===== src/rtl/pulse_sched_pkg.sv =====
// Shared constants, FSM state encoding and sizing helper for the pulse scheduler.
package pulse_sched_pkg;

  localparam int unsigned DEF_N_REQ      = 4;
  localparam int unsigned DEF_WIDTH_BITS = 4;
  localparam int unsigned DEF_GAP        = 1;

  typedef enum logic [1:0] {
    ST_IDLE  = 2'd0,
    ST_PULSE = 2'd1,
    ST_GAP   = 2'd2
  } state_t;

  // Bits needed to hold values 0..n-1, never less than one bit.
  function automatic int unsigned idx_bits(input int unsigned n);
    return (n > 1) ? $clog2(n) : 1;
  endfunction

endpackage


===== src/rtl/pulse_scheduler_rr_arbiter.sv =====
// Combinational round-robin arbiter: picks the first active request above the
// last-winner pointer, wrapping around, and returns it one-hot.
module rr_arbiter
  import pulse_sched_pkg::*;
#(
  parameter int unsigned N_REQ = DEF_N_REQ,
  parameter int unsigned PW    = idx_bits(N_REQ)
) (
  input  logic [N_REQ-1:0] i_req,
  input  logic [PW-1:0]    i_ptr,
  output logic [N_REQ-1:0] o_gnt
);

  logic          w_found;
  int unsigned   w_idx;

  // Scan requesters in priority order starting just above the pointer.
  always_comb begin
    o_gnt   = '0;
    w_found = 1'b0;
    w_idx   = 0;
    for (int unsigned k = 0; k < N_REQ; k++) begin
      w_idx = (int'(i_ptr) + 1 + k) % N_REQ;
      if (!w_found && i_req[PW'(w_idx)]) begin
        o_gnt[PW'(w_idx)] = 1'b1;
        w_found           = 1'b1;
      end
    end
  end

endmodule


===== src/rtl/pulse_scheduler.sv =====
// Shared-line pulse scheduler: arbitrates among requesters in IDLE, drives a
// registered pulse of the winner's captured width, then forces GAP low cycles.
module pulse_scheduler
  import pulse_sched_pkg::*;
#(
  parameter int unsigned N_REQ      = DEF_N_REQ,
  parameter int unsigned WIDTH_BITS = DEF_WIDTH_BITS,
  parameter int unsigned GAP        = DEF_GAP
) (
  input  logic                        clock,
  input  logic                        reset,
  input  logic [N_REQ-1:0]            req,
  input  logic [N_REQ*WIDTH_BITS-1:0] pw,
  output logic                        signal,
  output logic [N_REQ-1:0]            grant,
  output logic [N_REQ-1:0]            done,
  output logic                        busy
);

  localparam int unsigned PW = idx_bits(N_REQ);
  localparam int unsigned GW = idx_bits(GAP);

  state_t                r_state, w_state_nxt;
  logic                  r_signal, w_signal_nxt;
  logic [N_REQ-1:0]      r_grant, w_grant_nxt;
  logic [N_REQ-1:0]      r_done, w_done_nxt;
  logic [WIDTH_BITS-1:0] r_cnt, w_cnt_nxt;
  logic [GW-1:0]         r_gcnt, w_gcnt_nxt;
  logic [PW-1:0]         r_last, w_last_nxt;

  logic [N_REQ-1:0]      w_win;
  logic [PW-1:0]         w_win_idx;
  logic [WIDTH_BITS-1:0] w_pw_sel;
  logic [WIDTH_BITS-1:0] w_cnt_load;

  rr_arbiter #(
    .N_REQ (N_REQ),
    .PW    (PW)
  ) u_arb (
    .i_req (req),
    .i_ptr (r_last),
    .o_gnt (w_win)
  );

  // Winner index and its pulse-width slice; a zero width behaves as one cycle.
  always_comb begin
    w_win_idx = '0;
    w_pw_sel  = '0;
    for (int unsigned j = 0; j < N_REQ; j++) begin
      if (w_win[j]) begin
        w_win_idx = PW'(j);
        w_pw_sel  = pw[j*WIDTH_BITS +: WIDTH_BITS];
      end
    end
    w_cnt_load = (w_pw_sel == '0) ? '0 : w_pw_sel - WIDTH_BITS'(1);
  end

  // Next-state and next-output logic; the counter holds remaining cycles minus one.
  always_comb begin
    w_state_nxt  = r_state;
    w_signal_nxt = r_signal;
    w_grant_nxt  = r_grant;
    w_done_nxt   = '0;
    w_cnt_nxt    = r_cnt;
    w_gcnt_nxt   = r_gcnt;
    w_last_nxt   = r_last;
    unique case (r_state)
      ST_IDLE: begin
        if (|req) begin
          w_grant_nxt  = w_win;
          w_signal_nxt = 1'b1;
          w_cnt_nxt    = w_cnt_load;
          w_last_nxt   = w_win_idx;
          w_state_nxt  = ST_PULSE;
        end
      end
      ST_PULSE: begin
        if (r_cnt == '0) begin
          w_signal_nxt = 1'b0;
          w_grant_nxt  = '0;
          w_done_nxt   = r_grant;
          w_gcnt_nxt   = GW'(GAP - 1);
          w_state_nxt  = ST_GAP;
        end else begin
          w_cnt_nxt = r_cnt - WIDTH_BITS'(1);
        end
      end
      ST_GAP: begin
        if (r_gcnt == '0) begin
          w_state_nxt = ST_IDLE;
        end else begin
          w_gcnt_nxt = r_gcnt - GW'(1);
        end
      end
      default: w_state_nxt = ST_IDLE;
    endcase
  end

  // State, counters and output registers; reset overrides everything.
  always_ff @(posedge clock) begin
    if (reset) begin
      r_state  <= ST_IDLE;
      r_signal <= 1'b0;
      r_grant  <= '0;
      r_done   <= '0;
      r_cnt    <= '0;
      r_gcnt   <= '0;
      r_last   <= PW'(N_REQ - 1);
    end else begin
      r_state  <= w_state_nxt;
      r_signal <= w_signal_nxt;
      r_grant  <= w_grant_nxt;
      r_done   <= w_done_nxt;
      r_cnt    <= w_cnt_nxt;
      r_gcnt   <= w_gcnt_nxt;
      r_last   <= w_last_nxt;
    end
  end

  assign signal = r_signal;
  assign grant  = r_grant;
  assign done   = r_done;
  assign busy   = (r_state != ST_IDLE);

endmodule


===== config.mk =====
export PLATFORM = sky130hd
export DESIGN_NAME = pulse_scheduler
export DESIGN_NICKNAME = d
export VERILOG_FILES = /design/src/rtl/pulse_sched_pkg.sv /design/src/rtl/pulse_scheduler_rr_arbiter.sv /design/src/rtl/pulse_scheduler.sv
export SDC_FILE = /design/constraint.sdc
export NUM_CORES = 1
export LEC_CHECK = 0
export CAP_MARGIN = 15
export CORE_ASPECT_RATIO = 0.9
export CORE_MARGIN = 4
export CORE_UTILIZATION = 35
export CTS_CLUSTER_DIAMETER = 100
export DETAILED_ROUTE_END_ITERATION = 7
export GPL_ROUTABILITY_DRIVEN = 0
export PLACE_DENSITY = 0.62
export SETUP_SLACK_MARGIN = 0.2
export SYNTH_ARGS = -nofsm -noshare
export SYNTH_HDL_FRONTEND = slang
export SYNTH_SLANG_ARGS = --single-unit

===== constraint.sdc =====
create_clock -name clock -period 5.8 [get_ports clock]
set_input_delay 0.87 -clock clock [delete_from_list [all_inputs] [get_ports clock]]
set_output_delay 0.87 -clock clock [all_outputs]
set_load 0.01 [all_outputs]

==> summary.md, run 1 <==
| Metric | Value |
|---|---|
| Status | finished clean |
| Grt ovf | 0 |
| Max IR drop VDD | about 150 uV |
| Number of buffers created by CTS | 3 |
| Setup crit end kind | flip-flop |
| Crit path buf inv count | 1 |
| Share of the synthesized area in the top cell type | 22.7% |
| Sequential cell area | ~340 um^2 |
| I/O pins | 32 |
| Global-route wire length before repair | ~6.6 mm |
| Number of port buffers | 31 |
| Yosys warning count | 0 |
| Final setup TNS | 0 ps |
| Most common cell in the netlist | nor2_1 |
| Max Slew Vio Count | 0 |
| Critical Path, Cell by Cell | inv_1 > ha_1 > mux4_2 > a21o_1 > a32o_2 > or3_1 > and2_4 > o31a_1 > or4b_1 > o311ai_2 |
| Gr usage total | approximately 15% |
| CP Data Arrival Time | 4510 ps |
| Cell internal pwr | between 0.0005 and 0.0006 W |
| Logic pwr share | 71.2% |
| Max-cap violations | 0 |
| Crit path from | r_last[0] |
| RSZ-0062 raised after global routing | no |
| WL final | between 3 and 4 mm |
| Worst Skew | around 2.4 ps |
| Largest net degree at the start of global routing | 20 |
| Final ANT Viol Nets | 0 |
| Number of setup buffers added after CTS | 0 |
| Die W | 77.0 um |
| Layout cells sized above 1 | roughly 11% |
| Starting DRT DRC Count | between 100 and 150 |
| Met1 GRT Util | 21.1% |
| P_sw | 0.000476 W |
| Via count of the routed design | 1,454 |
| # fillers | 418 |
| Die footprint | approximately 0.0054 mm^2 |
| Slew margin rel. | between 50% and 60% |
| Syn_nets | 215 |
| Setup Crit Path Kind | flip-flop to flip-flop |
| Area Growth Syn to Fin | 22.9% |
| Crit-path slowest cell | dfxtp_1 |
| Cell taking the most area after synthesis | dfxtp_1 |
| R2R Setup Slk | 1450 ps |
| Crit path max-delay family | simple AND/OR/NAND/NOR gates |
| Power per Cell Area | approximately 540 mW/mm^2 |
| Final setup fails | 0 |
| Max incr delay on CP | ~760 ps |
| CTS HTree Levels | 1 |
| FP Rows | 22 |
| Yosys reg bits | 17 |
| Count of clock tree sinks | 17 |
| Reg2reg end | r_cnt[2] |
| Slew @ Worst Pin | approximately 680 ps |
| Synth cell types | 60 |
| Average cell area after synthesis | roughly 8 um^2 |
| Synth top cells by count | 20 x nor2_1, 17 x dfxtp_1, 12 x a21oi_1 |
| Clock tree from TritonCTS | yes |
| Hold path endpoint | done[3] |
| Met2 usage | between 20% and 30% |
| Die Span Y | between 70 and 80 um |
| Reg2reg start | r_last[0] |
| Initial core utilization | 36.5% |
| Final Hold Viols | 0 |
| Part of the cycle the worst path needs | between 70% and 80% |
| Sw Ratio | a little under half |
| Cts hold-fix bufs | 0 |
| Area contributors post-synth | dfxtp_1 23%, ha_1 6.7%, nor2_1 5.0%, a21oi_1 4.0%, a31oi_1 2.5% |
| Clock Power Share | a little under a tenth |
| Vias in the first global route | 1,353 |
| Final net count | approximately 240 |
| Post-synth EDFFs | 0 |
| Critical path fanouts, max | 19 |
| Worst setup SP type | flip-flop |
| Detailed Routing Iterations Pass 1 | 4 |
| M3 GR Usage | 4.64% |
| CTS resizes | 0 |
| Clk_lat worst skew | between 200 and 300 ps |
| ANT cells | 0 |
| Worst path required time | slightly below 6000 ps |
| Hold path depth | 1 |
| Via/cell ratio | 5.70 |
| Worst hold path type | flip-flop to flip-flop |
| Number of antenna violations at the first check in global routing | 0 |
| Sequential power share | 19.6% |
| Fin crit period | between 4000 and 5000 ps |
| CTS max path bufs | 2 |
| Gate count of the mapped netlist | around 190 |
| Leak Pwr | 0.717 nW |
| WL/cell | 15.2 um |
| CTS clock-pin slew for the worst setup and hold paths | about 70 ps |
| Core Area | ~0.0041 mm^2 |
| Multi-input gate area | roughly 0.0010 mm^2 |
| Root buffer cell | clkbuf_8 |
| Top Usage Layer GRT | met2 |
| Fmax | 230 MHz |
| Seq/Total Area, Yosys | approximately 23% |
| Finished Layout Cells | between 200 and 300 |
| DRC Markers | 0 |
| Post-synthesis async set-or-reset flop share | 0% |
| Main synth FF type | dfxtp_1 |
| Hold Path Origin | grant[3] |
| Post-Syn Area | 0.00150 mm^2 |
| DP Cell Count | between 200 and 300 |
| Detailed-placement wirelength estimate | 3.04 mm |
| Reg2reg path depth | 10 |
| WHS | roughly 490 ps |
-- power by group through the flow --
stage / logic (W) / registers, W / clock network [W]
CTS: 0.000701 / 0.000195 / 0.0000934
global route: 0.000786 / 0.000203 / 0.0000997
detailed placement: 0.000699 / 0.000197 / 0
finish: 0.000707 / 0.000194 / 0.0000909
floorplan: 0.000579 / 0.000180 / 0
global placement: 0.000702 / 0.000196 / 0
-- per-stage QoR --
step | power [W] | worst slack (ps) | utilization, % | cell area, um^2
2_1_floorplan | 0.000759 | 1780 | - | 1500
5_1_grt | 0.00109 | 1140 | 44.9 | 1840
3_5_place_dp | 0.000896 | 1450 | 43.7 | 1790
4_1_cts | 0.000989 | 1470 | 44.9 | 1840
3_3_place_gp | 0.000899 | 1530 | 43.7 | 1790
6_report | 0.000992 | 1450 | 44.9 | 1840
-- registers in the layout, summed over array words and instances (netlist names) --
signal   count
r_cnt        4
grant        4
r_state      2
r_last       2
done         4
signal       1
-- routing by layer --
layer  routed length, um  vias to the layer above
li1                    -                      736
met1                1890                      673
met2                1690                       43
met3                 287                        2
met4                  21                        0
met5                   0                        -
-- layout by cell type (no fill, tap or decap), types with 3 or more instances in the layout --
cell type and n:
dfxtp_1 17, nor2_1 20, o31ai_1 5, nor3_1 4
mux2_2 3, a21oi_1 12, o21ai_0 6, clkdlybuf4s50_1 31
nand2b_1 3, nor3b_1 3, inv_1 9, nand3_1 4
mux2i_1 3, clkbuf_8 3, and2_1 6, nand2_1 7
o211ai_1 3, ha_1 8, a31oi_1 6
-- logic make-up (layout without fill, tap and decap cells) --
family / after synthesis / in the layout / share of synthesized area (%)
flops: 17 / 17 / 22.7
mux: 8 / 8 / 6.77
fa+ha+maj: 8 / 8 / 6.68
compound gates: 61 / 61 / 30.1
buf+inv: 22 / 44 / 7.35
simple gates: 69 / 69 / 26.4
-- final cells by class --
| class | count | area share [%] |
|---|---|---|
| clock buffer | 3 | 2.24 |
| clock inverter | 1 | 0.408 |
| inverter | 9 | 1.84 |
| multi-input combinational | 146 | 56.9 |
| sequential | 17 | 18.5 |
| tap | 48 | 3.26 |
| timing repair buffer | 31 | 16.9 |
-- worst max-delay path by stage --
stage,slack (ps),endpoint,depth (start not counted)
6_report,1450,r_cnt[2],10
5_1_grt,1140,r_cnt[2],10
4_1_cts,1470,r_cnt[2],10
3_5_place_dp,1450,r_cnt[2],9
3_3_place_gp,1530,r_cnt[2],9
2_1_floorplan,1780,r_cnt[2],14
-- worst reg2reg max path: cells and delay by family (launching register included) --
kind,cells,cell delay [ps]
AND/OR/NAND/NOR,3,1270
AO/OA/AOI/OAI,4,910
flip-flops,1,760
buffers and inverters,1,210
adder cells (fa/ha/maj),1,520
multiplexers,1,590
(Power assumes the default switching activity.)
==> run 2, diff against run 1 <==
==> constraint.sdc (replaced) <==
create_clock -name clock -period 4.1 [get_ports clock]
set_input_delay 0.615 -clock clock [delete_from_list [all_inputs] [get_ports clock]]
set_output_delay 0.615 -clock clock [all_outputs]
set_load 0.01 [all_outputs]
==> run 2 against run 1 <==
Compared with the run above: clock power rose by 45%; clock skew barely moved; global-route usage fell by 0.12 points; sequential share of layout area fell by 0.65 points; total power rose by 48%; critical path depth fell by 1; flip-flop and latch count did not move; count of clock-buffer cells in the layout did not move; register-to-register slack got worse by 1000 ps; non-clock buffer count rose by 9; critical path type is now input port to flip-flop; largest power group unchanged; highest routed layer unchanged.
==> summary.md, run 2 (synthesis gave the netlist of run 1 again) <==
| Metric | Value |
|---|---|
| Status | finished clean |
| Root buffer cell | clkbuf_8 |
| Part of the cycle the worst path needs | a little over 90% |
| CTS HTree Levels | 1 |
| Final Hold Viols | 0 |
| Power per Cell Area | between 700 and 800 mW/mm^2 |
| Multi-input gate area | ~0.0010 mm^2 |
| Max-cap violations | 0 |
| CTS resizes | 0 |
| I/O pins | 32 |
| Top sig layer | met4 |
| Slew margin rel. | between 60% and 70% |
| Setup Crit Path Kind | input port to flip-flop |
| Hold path depth | 1 |
| Met2 wire length | ~1.6 mm |
| Detailed-placement wirelength estimate | 3.04 mm |
| Critical Path, Cell by Cell | clkdlybuf4s50_1 > mux4_2 > a21o_1 > a32o_2 > or3_1 > o31a_2 > o211ai_2 > or4b_1 > o311ai_2 |
| R2R Setup Slk | 440 ps |
| Via/cell ratio | 5.57 |
| P_sw | just under 0.0007 W |
| Worst hold path type | flip-flop to flip-flop |
| Via count of the routed design | 1,470 |
| Worst Skew | 2.63 ps |
| Area Growth Syn to Fin | 27.4% |
| Clk_lat worst skew | approximately 260 ps |
| Layout cells sized above 1 | between 10 and 15% |
| Max incr delay on CP | around 560 ps |
| Die Span Y | around 70 um |
| Final ANT Viol Nets | 0 |
| ANT cells | 0 |
| Grt ovf | 0 |
| Slew @ Worst Pin | 574 ps |
| Reg2reg path depth | 10 |
| Most frequent cells in the layout | 31 x clkdlybuf4s50_1, 20 x nor2_1, 17 x dfxtp_1, 12 x a21oi_1 |
| Cts hold-fix bufs | 0 |
| Number of antenna violations at the first check in global routing | 0 |
| WL/cell | between 10 and 15 um |
| CTS max path bufs | 2 |
| WHS | between 400 and 500 ps |
| Gr usage total | between 10 and 15% |
| Logic pwr share | 73.8% |
| Largest net degree at the start of global routing | 19 |
| FP Rows | 22 |
| Die W | between 70 and 80 um |
| Cell internal pwr | 0.000781 W |
| Core Area | 0.00410 mm^2 |
| WL final | 3.88 mm |
| Most common cell after layout, fill and taps aside | clkdlybuf4s50_1 |
| Global-route wire length before repair | roughly 6.7 mm |
| Clock tree from TritonCTS | yes |
| CP Data Arrival Time | about 3900 ps |
| WL met1 | 2.01 mm |
| DRC Markers | 0 |
| Critical path fanouts, max | 9 |
| Die footprint | about 0.0054 mm^2 |
| Fmax | approximately 270 MHz |
| # fillers | slightly above 400 |
| Starting DRT DRC Count | approximately 100 |
| Final net count | between 200 and 250 |
| Final setup TNS | 0 ps |
| Sw Ratio | a little under half |
| Number of setup buffers added after CTS | 0 |
| Initial core utilization | a little over a third |
| Detailed Routing Iterations Pass 1 | 4 |
| Worst setup SP type | input port |
| Vias in the first global route | 1,449 |
| Final setup fails | 0 |
| Worst path required time | 4270 ps |
| Clock Power Share | roughly 9% |
| Sequential cell area | between 300 and 400 um^2 |
| Max IR drop VDD | about 230 uV |
| Sequential power share | 17.2% |
| RSZ-0062 raised after global routing | no |
| Number of port buffers | 31 |
| Fin crit period | about 3700 ps |
| Count of clock tree sinks | 17 |
| Crit-path slowest cell | mux4_2 |
| Leak Pwr | 0.761 nW |
| Setup crit end kind | flip-flop |
| Max Slew Vio Count | 0 |
| Met3 WL | ~220 um |
| CTS clock-pin slew for the worst setup and hold paths | approximately 70 ps |
| Number of buffers created by CTS | 3 |
run 2: cell types whose count changed in the layout (fill, tap and decap cells not counted), sizes merged:
cell  previous run  this run
buf              0         9
run 2: worst paths after layout:
kind | start | to
worst max register to register | r_last[1] | r_cnt[2]
worst min-delay path | grant[2] | done[2]
worst max-delay path | req[0] | r_cnt[2]
worst min register to register | grant[2] | done[2]
run 2: per-layer routing:
layer,vias up,track usage [%]
met5,-,0
met3,8,3.87
met1,661,20.8
li1,757,-
met4,0,5.03
met2,44,21.8
run 2: cell type report:
cell class                      count  share of cell area (%)
Tap cell                           48                    3.15
Clock buffer                        3                    2.16
Timing Repair Buffer               40                    19.8
Multi-Input combinational cell    146                    54.9
Sequential cell                    17                    17.8
Inverter                            9                    1.77
Clock inverter                      1                   0.393
run 2: worst max-delay path: cells and delay by family:
kind	cells	cell delay (ps)
AO/OA/AOI/OAI	5	1200
AND/OR/NAND/NOR	2	970
multiplexers	1	560
buffers and inverters	1	540
run 2: power groups by stage:
stage | clock network [W] | logic (W) | registers [W]
after floorplan | 0 | 0.000820 | 0.000255
after global placement | 0 | 0.00108 | 0.000255
after detailed placement | 0 | 0.00107 | 0.000255
after CTS | 0.000134 | 0.00108 | 0.000251
after global routing | 0.000141 | 0.00121 | 0.000260
final | 0.000132 | 0.00108 | 0.000252
run 2: metrics by stage:
stage	std cells	instance area (um^2)	power (W)	worst slack, ps	util [%]
5_1_grt	264	1910	0.00161	244	46.5
6_report	264	1910	0.00147	386	46.5
3_5_place_dp	260	1860	0.00133	137	45.3
3_3_place_gp	260	1860	0.00134	194	45.3
4_1_cts	264	1910	0.00146	403	46.5
2_1_floorplan	185	1500	0.00107	209	-
